**config.mk**
```make
export PLATFORM = sky130hd
export DESIGN_NAME = spi_slave_frame_rx
export DESIGN_NICKNAME = d
export VERILOG_FILES = /design/src/rtl/spi_slave_frame_rx_pkg.sv /design/src/rtl/spi_sync_edge.sv /design/src/rtl/spi_slave_frame_rx.sv
export SDC_FILE = /design/constraint.sdc
export NUM_CORES = 1
export LEC_CHECK = 0
export ABC_AREA = 1
export CORE_UTILIZATION = 30
export CTS_CLUSTER_SIZE = 20
export DETAILED_ROUTE_END_ITERATION = 10
export PLACE_DENSITY = 0.54
export SYNTH_ARGS = -nofsm -noshare
export SYNTH_HDL_FRONTEND = slang
export SYNTH_HIERARCHICAL = 1
export SYNTH_SLANG_ARGS = --single-unit
```
**constraint.sdc**
```tcl
create_clock -name sysclk -period 2.3 [get_ports sysclk]
set_input_delay 0.23 -clock sysclk [delete_from_list [all_inputs] [get_ports sysclk]]
set_output_delay 0.23 -clock sysclk [all_outputs]
set_load 0.02 [all_outputs]
```
**src/rtl/spi_slave_frame_rx_pkg.sv**
```systemverilog
// Shared constants and FSM encoding for the SPI Mode-0 frame receiver.
// Field widths default to a 16-bit {CMD, ADDR, PAYLOAD} master frame.
package spi_slave_frame_rx_pkg;

    localparam int DEF_CMD_BITS     = 1;
    localparam int DEF_ADDR_BITS    = 8;
    localparam int DEF_PAYLOAD_BITS = 7;

    localparam logic CS_ASSERT   = 1'b0;
    localparam logic CS_DEASSERT = 1'b1;
    localparam logic CMD_WRITE   = 1'b1;
    localparam logic CMD_READ    = 1'b0;

    typedef enum logic [2:0] {
        S_IDLE,
        S_ARM,
        S_CMD,
        S_ADDR,
        S_DATA,
        S_HOLD
    } state_t;

endpackage

```
**src/rtl/spi_sync_edge.sv**
```systemverilog
// 2-FF synchronizer for level inputs plus a third-flop edge detector
// on one clock-like input (rise/fall pulses in the i_clk domain).
module spi_sync_edge #(
    parameter int               WIDTH   = 1,
    parameter logic [WIDTH-1:0] RST_VAL = '0
) (
    input  logic             i_clk,
    input  logic             i_rst_n,
    input  logic             i_edge,
    output logic             o_rise,
    output logic             o_fall,
    input  logic [WIDTH-1:0] i_d,
    output logic [WIDTH-1:0] o_q
);

    logic [WIDTH-1:0] r_d1;
    logic [WIDTH-1:0] r_d2;
    logic [2:0]       r_e;

    always_ff @(posedge i_clk or negedge i_rst_n) begin
        if (!i_rst_n) begin
            r_d1 <= RST_VAL;
            r_d2 <= RST_VAL;
            r_e  <= '0;
        end else begin
            r_d1 <= i_d;
            r_d2 <= r_d1;
            r_e  <= {r_e[1:0], i_edge};
        end
    end

    assign o_q    = r_d2;
    assign o_rise = r_e[1] & ~r_e[2];
    assign o_fall = ~r_e[1] & r_e[2];

endmodule

```
**src/rtl/spi_slave_frame_rx.sv**
```systemverilog
// SPI Mode-0 slave: oversampled deframer for {CMD, ADDR, PAYLOAD} frames,
// issuing register write strobes or read requests with MISO readback.
module spi_slave_frame_rx
    import spi_slave_frame_rx_pkg::*;
#(
    parameter int CMD_BITS     = DEF_CMD_BITS,
    parameter int ADDR_BITS    = DEF_ADDR_BITS,
    parameter int PAYLOAD_BITS = DEF_PAYLOAD_BITS
) (
    input  logic                    sysclk,
    input  logic                    rst_n,
    input  logic                    sclk,
    input  logic                    cs,
    input  logic                    mosi,
    output logic                    miso,
    output logic                    o_wr_en,
    output logic [ADDR_BITS-1:0]    o_addr,
    output logic [PAYLOAD_BITS-1:0] o_wr_data,
    output logic                    o_rd_req,
    input  logic [PAYLOAD_BITS-1:0] i_rd_data,
    output logic                    o_frame_err,
    output logic                    o_busy
);

    localparam int FRAME_BITS = CMD_BITS + ADDR_BITS + PAYLOAD_BITS;
    localparam int CW = $clog2(FRAME_BITS + 1);
    localparam logic [CW-1:0] CNT_CMD   = CW'(CMD_BITS);
    localparam logic [CW-1:0] CNT_ADDR  = CW'(CMD_BITS + ADDR_BITS);
    localparam logic [CW-1:0] CNT_FRAME = CW'(FRAME_BITS);
    localparam logic [CW-1:0] CNT_LAST  = CW'(FRAME_BITS - 1);

    state_t                  r_state;
    state_t                  w_state_nxt;
    logic [CW-1:0]           r_bit_cnt;
    logic [FRAME_BITS-1:0]   r_rx_sr;
    logic [PAYLOAD_BITS-1:0] r_tx_sr;
    logic                    r_miso;
    logic                    r_wr_en;
    logic                    r_rd_req;
    logic                    r_frame_err;
    logic [ADDR_BITS-1:0]    r_addr;
    logic [PAYLOAD_BITS-1:0] r_wr_data;

    logic                    w_sclk_rise;
    logic                    w_sclk_fall;
    logic                    w_cs;
    logic                    w_mosi;
    logic [CW-1:0]           w_cnt_nxt;
    logic [FRAME_BITS-1:0]   w_rx_next;
    logic [FRAME_BITS-1:0]   w_frame;
    logic                    w_start;
    logic                    w_shift;
    logic                    w_tx_shift;
    logic                    w_rd;
    logic                    w_done;
    logic                    w_abort;
    logic                    w_wr_cmd;

    spi_sync_edge #(
        .WIDTH   (2),
        .RST_VAL ({1'b0, CS_DEASSERT})
    ) u_sync (
        .i_clk   (sysclk),
        .i_rst_n (rst_n),
        .i_edge  (sclk),
        .o_rise  (w_sclk_rise),
        .o_fall  (w_sclk_fall),
        .i_d     ({mosi, cs}),
        .o_q     ({w_mosi, w_cs})
    );

    assign w_cnt_nxt = r_bit_cnt + 1'b1;
    assign w_rx_next = {r_rx_sr[FRAME_BITS-2:0], w_mosi};
    assign w_wr_cmd  = w_frame[FRAME_BITS-1 -: CMD_BITS]
                       == CMD_BITS'(CMD_WRITE);

    always_ff @(posedge sysclk or negedge rst_n) begin
        if (!rst_n) r_state <= S_IDLE;
        else        r_state <= w_state_nxt;
    end

    always_comb begin
        w_state_nxt = r_state;
        w_start     = 1'b0;
        w_shift     = 1'b0;
        w_tx_shift  = 1'b0;
        w_rd        = 1'b0;
        w_done      = 1'b0;
        w_abort     = 1'b0;
        w_frame     = r_rx_sr;
        if (w_cs != CS_ASSERT) begin
            w_state_nxt = S_IDLE;
            if (r_state == S_HOLD) begin
                w_done = 1'b1;
            end else if (r_state == S_DATA && r_bit_cnt == CNT_LAST) begin
                // Master dropped cs before the last rise: take mosi as is.
                w_done  = 1'b1;
                w_frame = w_rx_next;
            end else if (r_state != S_IDLE) begin
                w_abort = 1'b1;
            end
        end else begin
            unique case (r_state)
                S_IDLE: begin
                    w_state_nxt = S_ARM;
                    w_start     = 1'b1;
                end
                S_ARM: if (w_sclk_fall) w_state_nxt = S_CMD;
                S_CMD: if (w_sclk_rise) begin
                    w_shift = 1'b1;
                    if (w_cnt_nxt == CNT_CMD) w_state_nxt = S_ADDR;
                end
                S_ADDR: if (w_sclk_rise) begin
                    w_shift = 1'b1;
                    if (w_cnt_nxt == CNT_ADDR) begin
                        w_state_nxt = S_DATA;
                        w_rd = w_rx_next[ADDR_BITS +: CMD_BITS]
                               == CMD_BITS'(CMD_READ);
                    end
                end
                S_DATA: begin
                    w_tx_shift = w_sclk_fall;
                    if (w_sclk_rise) begin
                        w_shift = 1'b1;
                        if (w_cnt_nxt == CNT_FRAME) w_state_nxt = S_HOLD;
                    end
                end
                S_HOLD: w_state_nxt = S_HOLD;
                default: w_state_nxt = S_IDLE;
            endcase
        end
    end

    always_ff @(posedge sysclk or negedge rst_n) begin
        if (!rst_n) begin
            r_bit_cnt   <= '0;
            r_rx_sr     <= '0;
            r_tx_sr     <= '0;
            r_miso      <= 1'b0;
            r_wr_en     <= 1'b0;
            r_rd_req    <= 1'b0;
            r_frame_err <= 1'b0;
            r_addr      <= '0;
            r_wr_data   <= '0;
        end else begin
            r_wr_en     <= 1'b0;
            r_rd_req    <= 1'b0;
            r_frame_err <= w_abort;
            if (w_start) begin
                r_bit_cnt <= '0;
                r_rx_sr   <= '0;
                r_tx_sr   <= '0;
            end
            if (w_shift) begin
                r_rx_sr   <= w_rx_next;
                r_bit_cnt <= w_cnt_nxt;
            end
            if (w_rd) begin
                r_addr   <= w_rx_next[ADDR_BITS-1:0];
                r_rd_req <= 1'b1;
            end
            if (r_rd_req) begin
                r_tx_sr <= i_rd_data;
            end else if (w_tx_shift) begin
                r_miso  <= r_tx_sr[PAYLOAD_BITS-1];
                r_tx_sr <= {r_tx_sr[PAYLOAD_BITS-2:0], 1'b0};
            end
            if (w_state_nxt != S_DATA) r_miso <= 1'b0;
            if (w_done && w_wr_cmd) begin
                r_wr_en   <= 1'b1;
                r_addr    <= w_frame[PAYLOAD_BITS +: ADDR_BITS];
                r_wr_data <= w_frame[PAYLOAD_BITS-1:0];
            end
        end
    end

    assign miso        = r_miso && r_state == S_DATA && w_cs == CS_ASSERT;
    assign o_wr_en     = r_wr_en;
    assign o_rd_req    = r_rd_req;
    assign o_frame_err = r_frame_err;
    assign o_addr      = r_addr;
    assign o_wr_data   = r_wr_data;
    assign o_busy      = r_state != S_IDLE;

endmodule
```
==> key figures <==
Global routing
  • First-pass GRT wire length: 10,400 um
  • Largest net degree at the start of global routing: 58
  • Initial antenna violation count: 0
  • GR Overflow Total: 0
  • Gr usage total: 13.6%
  • Vias in the first global route: 2,228

Floorplan
  • Core ar.: 8850 um^2
  • Die X: 98.4 um
  • Die ar.: 9680 um^2
  • IO Pins: 32
  • Chip height: 98.4 um
  • Initial core utilization: 31.5%
  • Rows: 34

CTS
  • CTS buffer count: 9
  • # H-tree levels: 3
  • Clock Sinks: 57
  • Skew-Pair Late Insertion Delay: 330 ps
  • Worst-path clk slew: 60 ps
  • Total setup buffers inserted after CTS: 0
  • CTS tree: yes
  • Root buf cell: clkbuf_8
  • Clock Tree Buf Depth: 2

Finish
  • Final-stage net count: 361
  • N_diodes: 0
  • Final core utilization: 38.1%
  • Synth-to-Final Area Change: 21.0%
  • Share of cells above drive strength 1: 16.8%

Timing
  • Min Tclk post-route: 2110 ps
  • Final setup viols: 0
  • Final cycle utilization of the critical path: 91.5%
  • Max-slew headroom: 52.0%
  • Layout Skew: 7.95 ps
  • Worst Tran Pin Value: 720 ps
  • Final Hold Fails: 0
  • Final worst slack: 195 ps
  • Max-slew violations: 0
  • FMAX: 475 MHz
  • RSZ-0062 raised after global routing: false
  • Final setup TNS: 0 ps

Power and ir drop
  • Leakage power: 1.53 nW
  • PD cells: 605 nW/um^2
  • Total power: 2.04 mW
  • Maximum resistive drop on vdd: 0.302 mV

Critical path
  • Crit end category: primary output
  • Setup CP Type: flip-flop to primary output
  • Startpoint types: flip-flop
  • Data required time of the critical path: 2070 ps
  • CP Data Arrival Time: 1880 ps
  • Max FO, Critical Path: 4

Placement
  • Final HPWL DP: 4020 um
  • Place WS: 162 ps
  • I/O Buffers: 31
  • Gpl congestion: 0.786

Run status
  • Status: completed

Route
  • Via density: 4.66
  • Starting DRT DRC Count: 77
  • DRT Pass-1 Iters: 6
  • DR DRC count: 0
  • DR WL/cell: 12.3 um
  • Final ANT Viol Nets: 0
  • Via count: 2,139
  • Final WL: 5630 um

Yosys
  • Syn Nets: 326
  • Register area share after synthesis: 51.3%
  • Warnings from Yosys: 6
  • Synth top area share: 49.4%
  • Mapped Cells: 311
  • Yosys cell types: 32
  • Mapped Area: 2790 um^2
  • Post-synth EDFFs: 0
  • Most area-hungry cell type in the Yosys netlist: dfrtp_1
  • Top cells by area, synth: dfrtp_1, nand2_1, inv_1
  • Post-synth top flop: dfrtp_1
  • Yosys reg bits: 57
  • Most frequent cell after synthesis: nand2_1
  • Most instantiated cells after synthesis: nand2_1, dfrtp_1, inv_1
  • Synth async-reset ratio: 100%
  • Syn Area/Cell: 8.96 um^2

Run
  • Max-cap violations: 0

Worst hold path
  • Worst Hold Class: input port to async pin
==> routing by layer <==
| layer | GRT usage, % | wire length, um | vias up |
|---|---|---|---|
| li1 | - | - | 1088 |
| met2 | 21.4 | 2620 | 40 |
| met4 | 4.13 | 73 | 0 |
| met1 | 17.3 | 2670 | 1002 |
| met3 | 5.23 | 261 | 9 |
| met5 | 0 | 0 | - |
==> worst max-delay path: stages, from the launching register on <==
cell and delay [ps]:
dfrtp_1 410, nor2_2 180, nand2_2 120, nor3_1 190
clkdlybuf4s50_1 650
==> cells by family after synthesis <==
| kind of cell | share of synthesized area, % |
|---|---|
| buffers and inverters | 8.89 |
| AND/OR/NAND/NOR | 26.0 |
| adder cells (fa/ha/maj) | 1.35 |
| AO/OA/AOI/OAI | 12.5 |
| flip-flops | 51.3 |
==> power by group <==
| part | switching [mW] | internal, mW |
|---|---|---|
| Sequential | 0.0119 | 1.02 |
| Clock | 0.375 | 0.510 |
| Combinational | 0.0818 | 0.0444 |
==> sequential cells by signal, summed over array words and instances, names as in the netlist, 2 cells and up <==
name	cells
r_rx_sr	16
o_addr	8
o_wr_data	7
r_tx_sr	7
r_bit_cnt	5
r_state	3
u_sync/r_e	3
u_sync/o_q	2
u_sync/r_d1	2
==> layout make-up <==
cell class / count / area (um^2)
clock buffer: 15 / 186
multi-input combinational: 201 / 1110
inverter: 44 / 178
sequential: 57 / 1430
tap: 108 / 135
timing repair buffer: 33 / 320
fill: 914 / 5480
clock inverter: 1 / 7.51
==> timing repair <==
action | 4_1_cts | 5_1_grt
setup endpoints to repair | 0 | 9
hold buffers | 0 | 0
gates resized for setup | 0 | 4
==> through the flow <==
step,cells,hold WS (ps),instance area (um^2)
after floorplan,311,-65.6,2790
after global placement,443,333,3170
after detailed placement,443,335,3170
after CTS,459,56.1,3360
after global routing,459,97.0,3370
final,459,28.0,3370
==> layout by cell type, fill, tap and decap left out, types with 3 or more instances in the layout <==
cell type	n
clkbuf_8	13
nand2_4	3
dfrtp_1	55
o21ai_0	17
a22oi_1	6
nand3_2	8
a21oi_1	6
nand3_1	18
nor2_1	12
o21ai_2	7
nand2_2	10
clkdlybuf4s50_1	30
inv_2	3
o22ai_1	18
nand2_1	78
nor2_2	3
ha_1	3
inv_1	39
==> final timing paths <==
check	startpoint	to	slack, ps	depth (start not counted)
worst max-delay path	r_state[1]	miso	190	4
max in group asynchronous	rst_n	r_rx_sr[12]	1780	2
min in group sysclk	cs	u_sync/r_d1[0]	310	1
worst min register to register	u_sync/r_d1[1]	u_sync/o_q[1]	350	0
worst max register to register	r_bit_cnt[0]	o_addr[7]	260	12
worst min-delay path	rst_n	o_wr_data[2]	30	2
Power figures use the tool's default switching activity.
